==> src/rtl/vga_scanout_if.sv <==
// Framebuffer read port between the scan-out engine (master) and the memory (slave).
interface vga_scanout_if #(
   parameter int ADDR_W = 32
);
   // No valid/ready: fb_addr may change once per pixel period, and px_data must
   // follow it within CLK_DIV-1 clocks; the master samples px_data only at period end.
   logic [ADDR_W-1:0] fb_addr;
   logic [23:0]       px_data;

   modport master (output fb_addr, input px_data);
   modport slave  (input fb_addr, output px_data);
endinterface

==> src/rtl/vga_scanout.sv <==
// Framebuffer scan-out engine: pixel divider, h/v timing, address generation, registered RGB.
// Optional colour-bar test pattern with input test_en when VGA_TESTPAT_EN is defined.
module vga_scanout #(
   parameter int H_ACTIVE = 640,
   parameter int H_FP     = 16,
   parameter int H_SYNC   = 96,
   parameter int H_BP     = 48,
   parameter int V_ACTIVE = 480,
   parameter int V_FP     = 10,
   parameter int V_SYNC   = 2,
   parameter int V_BP     = 33,
   parameter bit HS_POL   = 1'b0,
   parameter bit VS_POL   = 1'b0,
   parameter int CLK_DIV  = 2,
   parameter int SCALE    = 1,
   parameter int ADDR_W   = 32,
   parameter logic [ADDR_W-1:0] FB_BASE = '0,
   parameter int STRIDE   = 4
) (
   input  logic                clk,
   input  logic                reset,
`ifdef VGA_TESTPAT_EN
   input  logic                test_en,
`endif
   vga_scanout_if.master       fb,
   output logic                pix_en,
   output logic                vga_clk,
   output logic                vga_hsync,
   output logic                vga_vsync,
   output logic                vga_blank_n,
   output logic [7:0]          vga_red,
   output logic [7:0]          vga_green,
   output logic [7:0]          vga_blue,
   output logic                frame_start,
   output logic                vblank
);

   localparam int H_TOTAL = H_ACTIVE + H_FP + H_SYNC + H_BP;
   localparam int V_TOTAL = V_ACTIVE + V_FP + V_SYNC + V_BP;
   localparam int HW      = $clog2(H_TOTAL + 1);
   localparam int VW      = $clog2(V_TOTAL + 1);
   localparam int DW      = $clog2(CLK_DIV);
   localparam int SH      = (SCALE == 4) ? 2 : (SCALE == 2) ? 1 : 0;

   localparam logic [DW-1:0]     DIV_LAST   = DW'(CLK_DIV - 1);
   localparam logic [DW-1:0]     DIV_HALF   = DW'(CLK_DIV / 2);
   localparam logic [HW-1:0]     H_ACT_C    = HW'(H_ACTIVE);
   localparam logic [HW-1:0]     H_LAST_C   = HW'(H_TOTAL - 1);
   localparam logic [HW-1:0]     HS_START_C = HW'(H_ACTIVE + H_FP);
   localparam logic [HW-1:0]     HS_END_C   = HW'(H_ACTIVE + H_FP + H_SYNC);
   localparam logic [VW-1:0]     V_ACT_C    = VW'(V_ACTIVE);
   localparam logic [VW-1:0]     V_LAST_C   = VW'(V_TOTAL - 1);
   localparam logic [VW-1:0]     VS_START_C = VW'(V_ACTIVE + V_FP);
   localparam logic [VW-1:0]     VS_END_C   = VW'(V_ACTIVE + V_FP + V_SYNC);
   localparam logic [ADDR_W-1:0] ROW_PIX_C  = ADDR_W'(H_ACTIVE / SCALE);
   localparam logic [ADDR_W-1:0] STRIDE_C   = ADDR_W'(STRIDE);

   if (CLK_DIV < 2) begin : g_bad_clk_div
      $error("vga_scanout: CLK_DIV must be at least 2");
   end
   if (SCALE != 1 && SCALE != 2 && SCALE != 4) begin : g_bad_scale
      $error("vga_scanout: SCALE must be 1, 2 or 4");
   end
   if ((H_ACTIVE % SCALE) != 0 || (V_ACTIVE % SCALE) != 0) begin : g_bad_active
      $error("vga_scanout: H_ACTIVE and V_ACTIVE must be multiples of SCALE");
   end

   logic [DW-1:0]     div;
   logic [DW-1:0]     div_nxt;
   logic [HW-1:0]     hcnt;
   logic [HW-1:0]     hcnt_nxt;
   logic [VW-1:0]     vcnt;
   logic [VW-1:0]     vcnt_nxt;
   logic              h_last;
   logic              v_last;

   logic              act0;
   logic              hs0;
   logic              vs0;
   logic [ADDR_W-1:0] row0;
   logic [ADDR_W-1:0] col0;
   logic [ADDR_W-1:0] addr0;

   logic              act_d;
   logic              hs_d;
   logic              vs_d;
   logic [23:0]       rgb_nxt;

   // Divider and raster counters
   always_comb begin
      div_nxt  = (div == DIV_LAST) ? '0 : div + 1'b1;
      h_last   = (hcnt == H_LAST_C);
      v_last   = (vcnt == V_LAST_C);
      hcnt_nxt = h_last ? '0 : hcnt + 1'b1;
      vcnt_nxt = vcnt;
      if (h_last) begin
         vcnt_nxt = v_last ? '0 : vcnt + 1'b1;
      end
   end

   // pix_en and vga_clk are registered copies of the divider phase so they
   // line up exactly with div without glitching.
   always_ff @(posedge clk) begin
      if (!reset) begin
         div         <= '0;
         pix_en      <= 1'b0;
         vga_clk     <= 1'b0;
         hcnt        <= '0;
         vcnt        <= '0;
         frame_start <= 1'b0;
      end else begin
         div         <= div_nxt;
         pix_en      <= (div_nxt == DIV_LAST);
         vga_clk     <= (div_nxt < DIV_HALF);
         frame_start <= pix_en && h_last && v_last;
         if (pix_en) begin
            hcnt <= hcnt_nxt;
            vcnt <= vcnt_nxt;
         end
      end
   end

   always_comb begin
      vblank = (vcnt >= V_ACT_C);
   end

   // Stage 0: decode the current raster position
   always_comb begin
      act0  = (hcnt < H_ACT_C) && (vcnt < V_ACT_C);
      hs0   = (hcnt >= HS_START_C) && (hcnt < HS_END_C);
      vs0   = (vcnt >= VS_START_C) && (vcnt < VS_END_C);
      row0  = ADDR_W'(vcnt >> SH);
      col0  = ADDR_W'(hcnt >> SH);
      addr0 = FB_BASE + (row0 * ROW_PIX_C + col0) * STRIDE_C;
   end

`ifdef VGA_TESTPAT_EN
   logic [HW-1:0] hcnt_d;
   logic [2:0]    bar;
   logic [23:0]   bar_rgb;

   always_comb begin
      bar     = 3'((32'(hcnt_d) << 3) / 32'(H_ACTIVE));
      bar_rgb = 24'h000000;
      case (bar)
         3'd0:    bar_rgb = 24'hFFFFFF;
         3'd1:    bar_rgb = 24'hFFFF00;
         3'd2:    bar_rgb = 24'h00FFFF;
         3'd3:    bar_rgb = 24'h00FF00;
         3'd4:    bar_rgb = 24'hFF00FF;
         3'd5:    bar_rgb = 24'hFF0000;
         3'd6:    bar_rgb = 24'h0000FF;
         default: bar_rgb = 24'h000000;
      endcase
   end

   always_ff @(posedge clk) begin
      if (!reset) begin
         hcnt_d <= '0;
      end else if (pix_en) begin
         hcnt_d <= hcnt;
      end
   end
`endif

   // Blanked pixels are forced to black whatever the memory returns.
   always_comb begin
      rgb_nxt = 24'h000000;
      if (act_d) begin
         rgb_nxt = fb.px_data;
`ifdef VGA_TESTPAT_EN
         if (test_en) begin
            rgb_nxt = bar_rgb;
         end
`endif
      end
   end

   // Stage 1 (address, delayed decode) and stage 2 (pins) both advance on pix_en.
   always_ff @(posedge clk) begin
      if (!reset) begin
         fb.fb_addr  <= FB_BASE;
         act_d       <= 1'b0;
         hs_d        <= 1'b0;
         vs_d        <= 1'b0;
         vga_hsync   <= ~HS_POL;
         vga_vsync   <= ~VS_POL;
         vga_blank_n <= 1'b0;
         vga_red     <= 8'h00;
         vga_green   <= 8'h00;
         vga_blue    <= 8'h00;
      end else if (pix_en) begin
         if (act0) begin
            fb.fb_addr <= addr0;
         end
         act_d       <= act0;
         hs_d        <= hs0;
         vs_d        <= vs0;
         vga_hsync   <= hs_d ^ ~HS_POL;
         vga_vsync   <= vs_d ^ ~VS_POL;
         vga_blank_n <= act_d;
         vga_red     <= rgb_nxt[23:16];
         vga_green   <= rgb_nxt[15:8];
         vga_blue    <= rgb_nxt[7:0];
      end
   end

endmodule

==> src/flat_wrapper.sv <==
// flat-port wrapper written by rule: the top's interface ports become plain ports
module vga_scanout_flat 
#(
   parameter int H_ACTIVE = 640,
   parameter int H_FP     = 16,
   parameter int H_SYNC   = 96,
   parameter int H_BP     = 48,
   parameter int V_ACTIVE = 480,
   parameter int V_FP     = 10,
   parameter int V_SYNC   = 2,
   parameter int V_BP     = 33,
   parameter bit HS_POL   = 1'b0,
   parameter bit VS_POL   = 1'b0,
   parameter int CLK_DIV  = 2,
   parameter int SCALE    = 1,
   parameter int ADDR_W   = 32,
   parameter logic [ADDR_W-1:0] FB_BASE = '0,
   parameter int STRIDE   = 4
)
  (clk, reset, pix_en, vga_clk, vga_hsync, vga_vsync, vga_blank_n, vga_red, vga_green, vga_blue, frame_start, vblank, fb_fb_addr, fb_px_data);
  vga_scanout_if #(.ADDR_W(ADDR_W)) fb_i ();
  input  logic clk;
  input  logic reset;
  output logic pix_en;
  output logic vga_clk;
  output logic vga_hsync;
  output logic vga_vsync;
  output logic vga_blank_n;
  output logic [7:0] vga_red;
  output logic [7:0] vga_green;
  output logic [7:0] vga_blue;
  output logic frame_start;
  output logic vblank;
  output wire logic [$bits(fb_i.fb_addr)-1:0] fb_fb_addr;
  input wire logic [$bits(fb_i.px_data)-1:0] fb_px_data;
  assign fb_fb_addr = fb_i.fb_addr;
  assign fb_i.px_data = fb_px_data;
  vga_scanout #(.H_ACTIVE(H_ACTIVE), .H_FP(H_FP), .H_SYNC(H_SYNC), .H_BP(H_BP), .V_ACTIVE(V_ACTIVE), .V_FP(V_FP), .V_SYNC(V_SYNC), .V_BP(V_BP), .HS_POL(HS_POL), .VS_POL(VS_POL), .CLK_DIV(CLK_DIV), .SCALE(SCALE), .ADDR_W(ADDR_W), .FB_BASE(FB_BASE), .STRIDE(STRIDE)) u_core (.clk(clk), .reset(reset), .fb(fb_i), .pix_en(pix_en), .vga_clk(vga_clk), .vga_hsync(vga_hsync), .vga_vsync(vga_vsync), .vga_blank_n(vga_blank_n), .vga_red(vga_red), .vga_green(vga_green), .vga_blue(vga_blue), .frame_start(frame_start), .vblank(vblank));
endmodule
==> config.mk <==
export PLATFORM = sky130hd
export DESIGN_NAME = vga_scanout_flat
export DESIGN_NICKNAME = d
export VERILOG_FILES = /design/src/rtl/vga_scanout_if.sv /design/src/rtl/vga_scanout.sv /design/src/flat_wrapper.sv
export SDC_FILE = /design/constraint.sdc
export NUM_CORES = 1
export LEC_CHECK = 0
export BUFFER_PORTS_ARGS = -buffer_cell sky130_fd_sc_hd__buf_2
export CORE_ASPECT_RATIO = 0.7
export CORE_MARGIN = 2
export CORE_UTILIZATION = 30
export CTS_CLUSTER_SIZE = 16
export DETAILED_ROUTE_END_ITERATION = 12
export RECOVER_POWER = 50
export SKIP_CTS_REPAIR_TIMING = 1
export SLEW_MARGIN = 20
export SYNTH_ARGS = -nofsm -noshare
export SYNTH_HDL_FRONTEND = slang
export SYNTH_SLANG_ARGS = --single-unit
==> constraint.sdc <==
create_clock -name clk -period 3.9 [get_ports clk]
set_input_delay 0.78 -clock clk [delete_from_list [all_inputs] [get_ports clk]]
set_output_delay 0.78 -clock clk [all_outputs]
set_load 0.005 [all_outputs]
==> results of run 1 <==
==> kinds of logic (layout without fill, tap and decap cells) <==
| family | count (synthesis) | in the layout | share of synthesized area |
|---|---|---|---|
| compound gates | 75 | 75 | 0.149 |
| mux | 1 | 1 | 0.00286 |
| buf+inv | 45 | 114 | 0.0625 |
| other cells | 1 | 11 | 0.00107 |
| xor+xnor | 30 | 30 | 0.0751 |
| simple gates | 135 | 135 | 0.193 |
| flops | 74 | 74 | 0.423 |
| fa+ha+maj | 25 | 25 | 0.0936 |
==> layout make-up <==
cell class	count	area [µm²]
repair buffers	80	367
multi-input cells	277	1840
inverters	18	67.6
clock inverters	7	100
fillers	1144	6940
clock buffers	9	225
well taps	153	191
flip-flops and latches	74	1480
==> sequential cells by signal, summed over array words and instances (netlist names) <==
register / cells
u_core.vga_red: 8
u_core.frame_start: 1
u_core.vga_vsync: 1
u_core.fb.fb_addr: 21
u_core.vga_green: 8
u_core.hcnt: 10
u_core.vga_blank_n: 1
u_core.vcnt: 10
u_core.vga_hsync: 1
u_core.vga_clk: 1
u_core.vs_d: 1
u_core.div: 1
u_core.hs_d: 1
u_core.vga_blue: 8
u_core.act_d: 1
==> through the flow <==
stage / area (µm²) / instances
6_report: 4270 / 618
3_5_place_dp: 3990 / 602
5_1_grt: 4270 / 618
4_1_cts: 4310 / 618
2_1_floorplan: 3540 / 396
3_3_place_gp: 3990 / 602
==> worst min-delay path by stage <==
stage | from | end | slack (ns) | cells past startpoint
after global placement | u_core.vga_blank_n | u_core.vga_blank_n | 0.43 | 1
after detailed placement | u_core.vga_blank_n | u_core.vga_blank_n | 0.43 | 1
after floorplan | u_core.vs_d | u_core.vs_d | 0.42 | 2
final | u_core.vga_blank_n | u_core.vga_blank_n | 0.45 | 1
after global routing | u_core.vga_blank_n | u_core.vga_blank_n | 0.47 | 1
after CTS | u_core.vga_blank_n | u_core.vga_blank_n | 0.45 | 1
==> per-layer routing <==
layer	wire length, µm	global-route usage	vias to the layer above
met5	0	0	-
met4	136	0.0452	0
met3	384	0.0274	10
met2	3600	0.193	72
met1	4230	0.187	1340
li1	-	-	1483
==> worst max-delay path, cell delays in order, from the launching register on <==
cell     delay (ns)
dfxtp_1        0.47
ha_1           0.31
ha_1           0.31
a21oi_1        0.20
o22ai_1        0.13
or4b_1         0.50
and2_1         0.19
or4_1          0.47
o31ai_1        0.23
==> power groups by stage <==
stage                     clock network (mW)  logic [mW]  registers, mW
after floorplan                            0      0.0494          0.798
after global placement                     0      0.0816          0.797
after detailed placement                   0      0.0834          0.797
after CTS                              0.913      0.0839          0.781
after global routing                   0.946      0.0893          0.783
final                                  0.898      0.0792          0.781
==> cell usage after synthesis (all sizes together) <==
cell	instances
buf	15
nand2	41
o2111ai	1
inv	18
o22ai	2
a21o	3
a22o	24
nand2b	3
nor4b	1
a21oi	22
fa	2
nand3	16
o21ai	8
xnor2	15
dfxtp	74
o311ai	1
nand4b	2
nor2b	4
xor2	15
nand4	9
nor2	36
conb	1
or4b	3
and3	4
nor3	7
o41ai	2
clkbuf	12
a31oi	1
ha	23
a211oi	4
a221oi	1
o31ai	4
nand3b	1
o21a	1
and2	1
or4	3
mux2i	1
a311oi	1
nor4	4
==> results.toml, run 1 <==
[worst_setup_path]
regToRegStartpoint = "u_core.vcnt[2]"
cp-endpoint = "u_core.fb.fb_addr[21]"
cp-start-kind = "register"
endpoint_kind = "register"
cp.required_ns = 4.15
crit_fanout = 8
critPathArrivalTime_ns = 3.13
critPathLaunch = "u_core.vcnt[2]"
r2r_end = "u_core.fb.fb_addr[21]"
reg2reg_setup_slack_ns = 1.02
path_class = "reg -> reg"
r2r_cells = 8

[yosys]
ys_seq_area_frac = 0.423
synthesis.area_mm2 = 0.00350
synthCells = 386
synthTopCellsByArea = "dfxtp_1 42%, ha_1 8.2%, a22o_1 6.0%"
ys_seq_elements = 74
synth_cell_type_count = 49
ys_warn_count = 0
synth_top_cell_area_share = 0.423
avgSynthCellArea_um2 = 9.07
synth_top_cell_by_area = "dfxtp_1"

[floorplan]
pin_count = 89
die_w_um = 133
core_area_mm2 = 0.0112
dieArea_mm2 = 0.0126
initial_utilization = 0.312
rows = 32
die_y_um = 94.4

[drt]
drt_pass1_iterations = 7
routed_wl_um = 8350
ant_nets = 0
avgViaCountPerCell = 4.70
avgRoutedWirePerCell_um = 13.5
drtIter0Drc = 193
drc = 0
via_count = 2905

[layout]
area_growth_pct = 22.0
drive_gt1_frac = 0.161
final_util = 0.381
diodes = 0
final_cell_mix = "74 x dfxtp_1, 50 x buf_2, 41 x nand2_1, 35 x nor2_1, 29 x clkbuf_1"
nets = 511
final_common_cell = "dfxtp_1"

[clocking]
root_buffer = "clkbuf_16"
cts_made_buffers = 9
htreeDepth = 3
cts.sinks = 74
clk_latency_ns = 0.33
cts_tree = "built"
clk_pin_slew_ns = 0.06
clockBufferDepth = 2

[timing]
finClkSkew_ns = 0.00723
tns_ns = 0
tightest_slew_ns = 1.02
finalSetupViolations = 0
rsz0062_at_grt = "false"
slew_violations = 0
max_freq_mhz = 348
slew_headroom = 0.320
hold_viol_final = 0
postLayoutSetupSlackWorst_ns = 1.02
period_share = 0.737
period_minus_slack_ns = 2.88
whs_ns = 0.451

[grt]
grt_use_total = 0.130
grt_max_degree = 29
grt_pass1_vias = 2651
antenna_found_initial = 0
grt_overflow = 0
grt_first_pass_wirelength_um = 13200

[pwr]
p_per_area_mw_per_mm2 = 412
ir_worst_vdd_mv = 0.212
combPwrFrac = 0.045
seq_power_share = 0.444
p_int_mw = 1.37
p_leak_nw = 1.75
sw_frac_of_total = 0.223
power_switching_uw = 392
total_power_mw = 1.76
clkPwrFrac = 0.511

[hold_path]
hold_class = "reg -> reg"

[placement]
place_hpwl_um = 6070
post-place-ws_ns = 1.00
gp_congestion = 0.804
port_buffers = 77

[job]
cap_violations = 0

[status]
status = "complete, no violations"
Power figures use the tool's default switching activity.
==> run 2, diff against run 1 <==
Clock period 3.9 ns to 2.58 ns, I/O delays scaled along.
==> run 2 against run 1 <==
Net effect: clock-buffer cell count unchanged; critical path type unchanged; non-clock buffer count up 35; cell count grew 5.7%; sequential share of layout area decreased by 3.5 points; die area unchanged; the flow now finishes with violations (negative setup slack); hold slack worse by 0.055 ns; combinational power increased by 53%; first-iteration DRC count down 5.7%; register-to-register slack got worse by 1.0 ns.
==> results.toml, run 2 (synthesis results as in run 1) <==
[worst_setup_path]
cp_slowest_cell = "or4_1"
cp-start-kind = "register"
r2r_cells = 8
critPathLaunch = "u_core.vcnt[7]"
cp.required_ns = 2.84
crit_fanout = 5
path_class = "reg -> reg"
endpoint_kind = "register"
path_common_cell = "ha_1"
cp-endpoint = "u_core.fb.fb_addr[20]"
r2r_end = "u_core.fb.fb_addr[20]"
regToRegStartpoint = "u_core.vcnt[7]"
critPathArrivalTime_ns = 2.84
cpPeakStageDelay_ns = 0.51
reg2reg_setup_slack_ns = -0.003
path_cells = "buf_4 -> ha_1 -> ha_1 -> nor2b_4 -> or4b_4 -> and2_4 -> or4_1 -> a31oi_1"

[placement]
port_buffers = 77
gp_congestion = 0.836
placedCellCount = 635
place_hpwl_um = 6580

[status]
status = "complete, but fails checks"
failed_checks = "negative setup slack"

[timing]
period_minus_slack_ns = 2.58
slew_headroom = 0.190
period_share = 1.00
hold_viol_final = 0
whs_ns = 0.396
tns_ns = -0.00278
max_freq_mhz = 387
finClkSkew_ns = 0.00815
tightest_slew_ns = 1.22
slew_violations = 0
postLayoutSetupSlackWorst_ns = -0.00278
finalSetupViolations = 1

[grt]
grt_max_degree = 29
grt_pass1_vias = 2682
grt_first_pass_wirelength_um = 13400
grt_use_total = 0.133
antenna_found_initial = 0
grt_overflow = 0

[layout]
largest_register = "u_core.fb.fb_addr"
fill_cells = 1117
largest_reg_flops = 21
final_cell_mix = "69 x dfxtp_1, 45 x buf_2, 41 x nand2_1, 35 x nor2_1, 35 x buf_4"
area_growth_pct = 36.6
top_regs = "u_core.fb.fb_addr: 21 flops, u_core.hcnt: 10 flops, u_core.vcnt: 10 flops"
drive_gt1_frac = 0.280
diodes = 0
final_common_cell = "dfxtp_1"
nets = 546
fin_cells = 653

[pwr]
combPwrFrac = 0.047
ir_worst_vdd_mv = 0.254
p_per_area_mw_per_mm2 = 540
total_power_mw = 2.58
clkPwrFrac = 0.496
seq_power_share = 0.457
p_int_mw = 1.97
sw_frac_of_total = 0.237
power_switching_uw = 612
p_leak_nw = 1.92

[floorplan]
initial_utilization = 0.312
pin_count = 89
die_w_um = 133
dieArea_mm2 = 0.0126
die_y_um = 94.4
rows = 32
core_area_mm2 = 0.0112

[clocking]
clk_pin_slew_ns = 0.06
clk_latency_ns = 0.33
cts_made_buffers = 9
cts_tree = "built"
clockBufferDepth = 2
cts.sinks = 74
htreeDepth = 3
root_buffer = "clkbuf_16"

[drt]
drc = 0
drtIter0Drc = 182
avgViaCountPerCell = 4.78
ant_nets = 0
via_count = 3119
avgRoutedWirePerCell_um = 14.0
routed_wl_um = 9140
drt_pass1_iterations = 5

[hold_path]
hold_class = "in -> reg"

[job]
cap_violations = 0
-- run 2: metrics by stage --
step	utilization	setup WS, ns	instance area [µm²]
floorplan	-	-0.0189	3550
finish	0.427	-0.00278	4780
global placement	0.379	-0.0455	4250
CTS	0.406	-0.144	4550
detailed placement	0.379	-0.136	4250
global route	0.427	-0.0632	4780
-- run 2: power by group through the flow --
stage	clock, mW	sequential, mW	combinational, mW
floorplan	0	1.21	0.0747
global placement	0	1.20	0.125
detailed placement	0	1.21	0.128
CTS	1.30	1.18	0.128
global route	1.35	1.18	0.136
finish	1.28	1.18	0.121
-- run 2: layer usage --
layer / part of all wire / global-route usage / vias to the layer above
met4: 0.012 / 0.0461 / 0
met5: 0 / 0 / -
met1: 0.48 / 0.189 / 1490
met2: 0.46 / 0.203 / 71
met3: 0.047 / 0.0252 / 9
li1: - / - / 1549
-- run 2: worst min path at each step --
| stage | cells past startpoint | to | slack [ns] | start |
|---|---|---|---|---|
| after floorplan | 2 | u_core.vs_d | 0.42 | u_core.vs_d |
| after global placement | 1 | u_core.vga_blank_n | 0.43 | u_core.vga_blank_n |
| after detailed placement | 1 | u_core.hs_d | 0.44 | u_core.hs_d |
| after CTS | 2 | u_core.vga_green[2] | 0.39 | fb_px_data[10] |
| after global routing | 2 | u_core.vga_green[2] | 0.39 | fb_px_data[10] |
| final | 2 | u_core.vga_green[2] | 0.40 | fb_px_data[10] |
-- run 2: critical path: cells and delay by family (launching register included) --
kind,cells,cell delay (ns)
AO/OA/AOI/OAI,1,0.19
adder cells (fa/ha/maj),2,0.50
buffers and inverters,1,0.17
flip-flops,1,0.34
AND/OR/NAND/NOR,4,1.31
-- run 2: layout make-up --
cell class	count	area, µm²	area share
Inverter	18	67.6	0.0141
Tap cell	153	191	0.0400
Multi-Input combinational cell	277	2100	0.439
Clock inverter	7	77.6	0.0162
Timing Repair Buffer	115	627	0.131
Clock buffer	9	225	0.0471
Sequential cell	74	1490	0.312
==> run 3, diff against run 2 <==
Settings changed: CELL_PAD_IN_SITES_DETAIL_PLACEMENT set to 0, CELL_PAD_IN_SITES_GLOBAL_PLACEMENT set to 1, CORE_UTILIZATION 30 to 36, PLACE_DENSITY_LB_ADDON set to 0.1.
==> run 3 against run 2 <==
Net effect: the flow still finishes with violations (negative setup slack); flip-flop and latch count did not move; sequential power barely moved; combinational power rose by 5%; clock skew fell by 0.0013 ns; wire length fell by 1.5%; core utilization rose by 8.6 points; largest cell class unchanged.
==> results.toml, run 3 (synthesis results as in run 1) <==
[worst_setup_path]
path_delay_family = "simple AND/OR/NAND/NOR gates"
path_class = "reg -> reg"
critPathLaunch = "u_core.vcnt[3]"
critPathArrivalTime_ns = 2.85
cp.required_ns = 2.83
r2r_end = "u_core.fb.fb_addr[20]"
cp_slowest_cell = "or4_1"
cp-endpoint = "u_core.fb.fb_addr[20]"
reg2reg_setup_slack_ns = -0.02
cp.depth = 11
path_common_cell = "ha_4"
crit_fanout = 6
cpPeakStageDelay_ns = 0.54
path_cells = "ha_4 -> ha_4 -> inv_2 -> fa_2 -> nand2b_4 -> a21oi_4 -> buf_6 -> o31ai_4 -> o41ai_4 -> or4_1 -> a31oi_1"
endpoint_kind = "register"
regToRegStartpoint = "u_core.vcnt[3]"
r2r_cells = 11
cp_num_buf_inv = 2
cp-start-kind = "register"

[clocking]
clockBufferDepth = 2
clk_pin_slew_ns = 0.06
htreeDepth = 3
cts.sinks = 74
cts_made_buffers = 9
clk_latency_ns = 0.33
root_buffer = "clkbuf_16"
cts_tree = "built"

[status]
failed_checks = "negative setup slack"
status = "complete, but fails checks"

[layout]
final_cell_mix = "68 x dfxtp_1, 46 x buf_2, 44 x buf_4, 41 x nand2_1, 34 x nor2_1"
top_regs = "u_core.fb.fb_addr: 21 flops, u_core.hcnt: 10 flops, u_core.vcnt: 10 flops"
nets = 555
drive_gt1_frac = 0.305
largest_reg_flops = 21
final_common_cell = "dfxtp_1"
diodes = 0
fill_cells = 914
largest_register = "u_core.fb.fb_addr"
area_growth_pct = 40.0

[floorplan]
core_area_mm2 = 0.00957
initial_utilization = 0.366
pin_count = 89
dieArea_mm2 = 0.0105
die_y_um = 86.5
rows = 30
die_w_um = 122

[pwr]
sw_frac_of_total = 0.211
combPwrFrac = 0.046
p_int_mw = 2.16
seq_power_share = 0.430
power_switching_uw = 577
p_per_area_mw_per_mm2 = 559
p_leak_nw = 1.98
ir_worst_vdd_mv = 0.339
clkPwrFrac = 0.524

[drt]
routed_wl_um = 9000
avgViaCountPerCell = 4.82
ant_nets = 0
drtIter0Drc = 104
via_count = 3068
drc = 0
drt_pass1_iterations = 4
avgRoutedWirePerCell_um = 14.1

[hold_path]
hold_class = "in -> reg"
min-delay-start = "fb_px_data[22]"

[grt]
grt_use_total = 0.166
grt_overflow = 0
grt_max_degree = 30
grt_first_pass_wirelength_um = 13800
antenna_found_initial = 0
grt_pass1_vias = 2790

[timing]
hold_viol_final = 0
period_share = 1.01
rsz0062_at_grt = "true"
whs_ns = 0.408
postLayoutSetupSlackWorst_ns = -0.0204
finClkSkew_ns = 0.00689
tns_ns = -0.0204
tightest_slew_ns = 1.37
max_freq_mhz = 385
period_minus_slack_ns = 2.60
slew_headroom = 0.0880
slew_violations = 0
finalSetupViolations = 1

[job]
cap_violations = 0

[placement]
gp_congestion = 0.748
place_hpwl_um = 6450
port_buffers = 77
run 3: cell count changes in the layout (fill, tap and decap cells not counted), sizes merged:
cell    previous run  this run
buf               81        92
bufinv             1         3
clkbuf            43        42
clkinv             4         1
run 3: worst min-delay path by stage:
stage                                     to  slack (ns)  cells after the start
final                      u_core.vga_red[6]        0.41                      2
after global routing      u_core.vga_blue[1]        0.40                      2
after CTS                  u_core.vga_red[6]        0.39                      2
after detailed placement         u_core.hs_d        0.44                      1
after global placement    u_core.vga_blank_n        0.43                      1
after floorplan                  u_core.vs_d        0.42                      2
run 3: layer usage:
metal / up-vias / share of wire / track usage
met5: - / 0 / 0
met4: 0 / 0.0049 / 0.0408
met3: 4 / 0.043 / 0.0434
met2: 53 / 0.44 / 0.242
met1: 1435 / 0.52 / 0.245
li1: 1576 / - / -
run 3: cell type report:
cell class / instances / area (µm²) / area share
multi-input combinational: 277 / 2130 / 0.435
inverter: 18 / 67.6 / 0.0138
clock inverter: 6 / 113 / 0.0230
sequential: 74 / 1490 / 0.305
tap: 128 / 160 / 0.0327
clock buffer: 10 / 229 / 0.0467
timing repair buffer: 124 / 704 / 0.144
run 3: power by group through the flow:
stage                     clock network (mW)  registers (mW)  logic, mW
after floorplan                            0            1.21     0.0747
after global placement                     0            1.20      0.130
after detailed placement                   0            1.21      0.131
after CTS                               1.47            1.18      0.131
after global routing                    1.52            1.18      0.143
final                                   1.44            1.18      0.127
run 3: through the flow:
step	instances	utilization	cell area [µm²]	setup slack, ns	total power, mW
final	637	0.512	4900	-0.0204	2.74
after global routing	637	0.512	4900	-0.119	2.84
after CTS	631	0.480	4590	-0.157	2.78
after detailed placement	615	0.444	4250	-0.130	1.34
after global placement	615	0.444	4250	-0.0904	1.33
after floorplan	396	-	3550	-0.0189	1.28
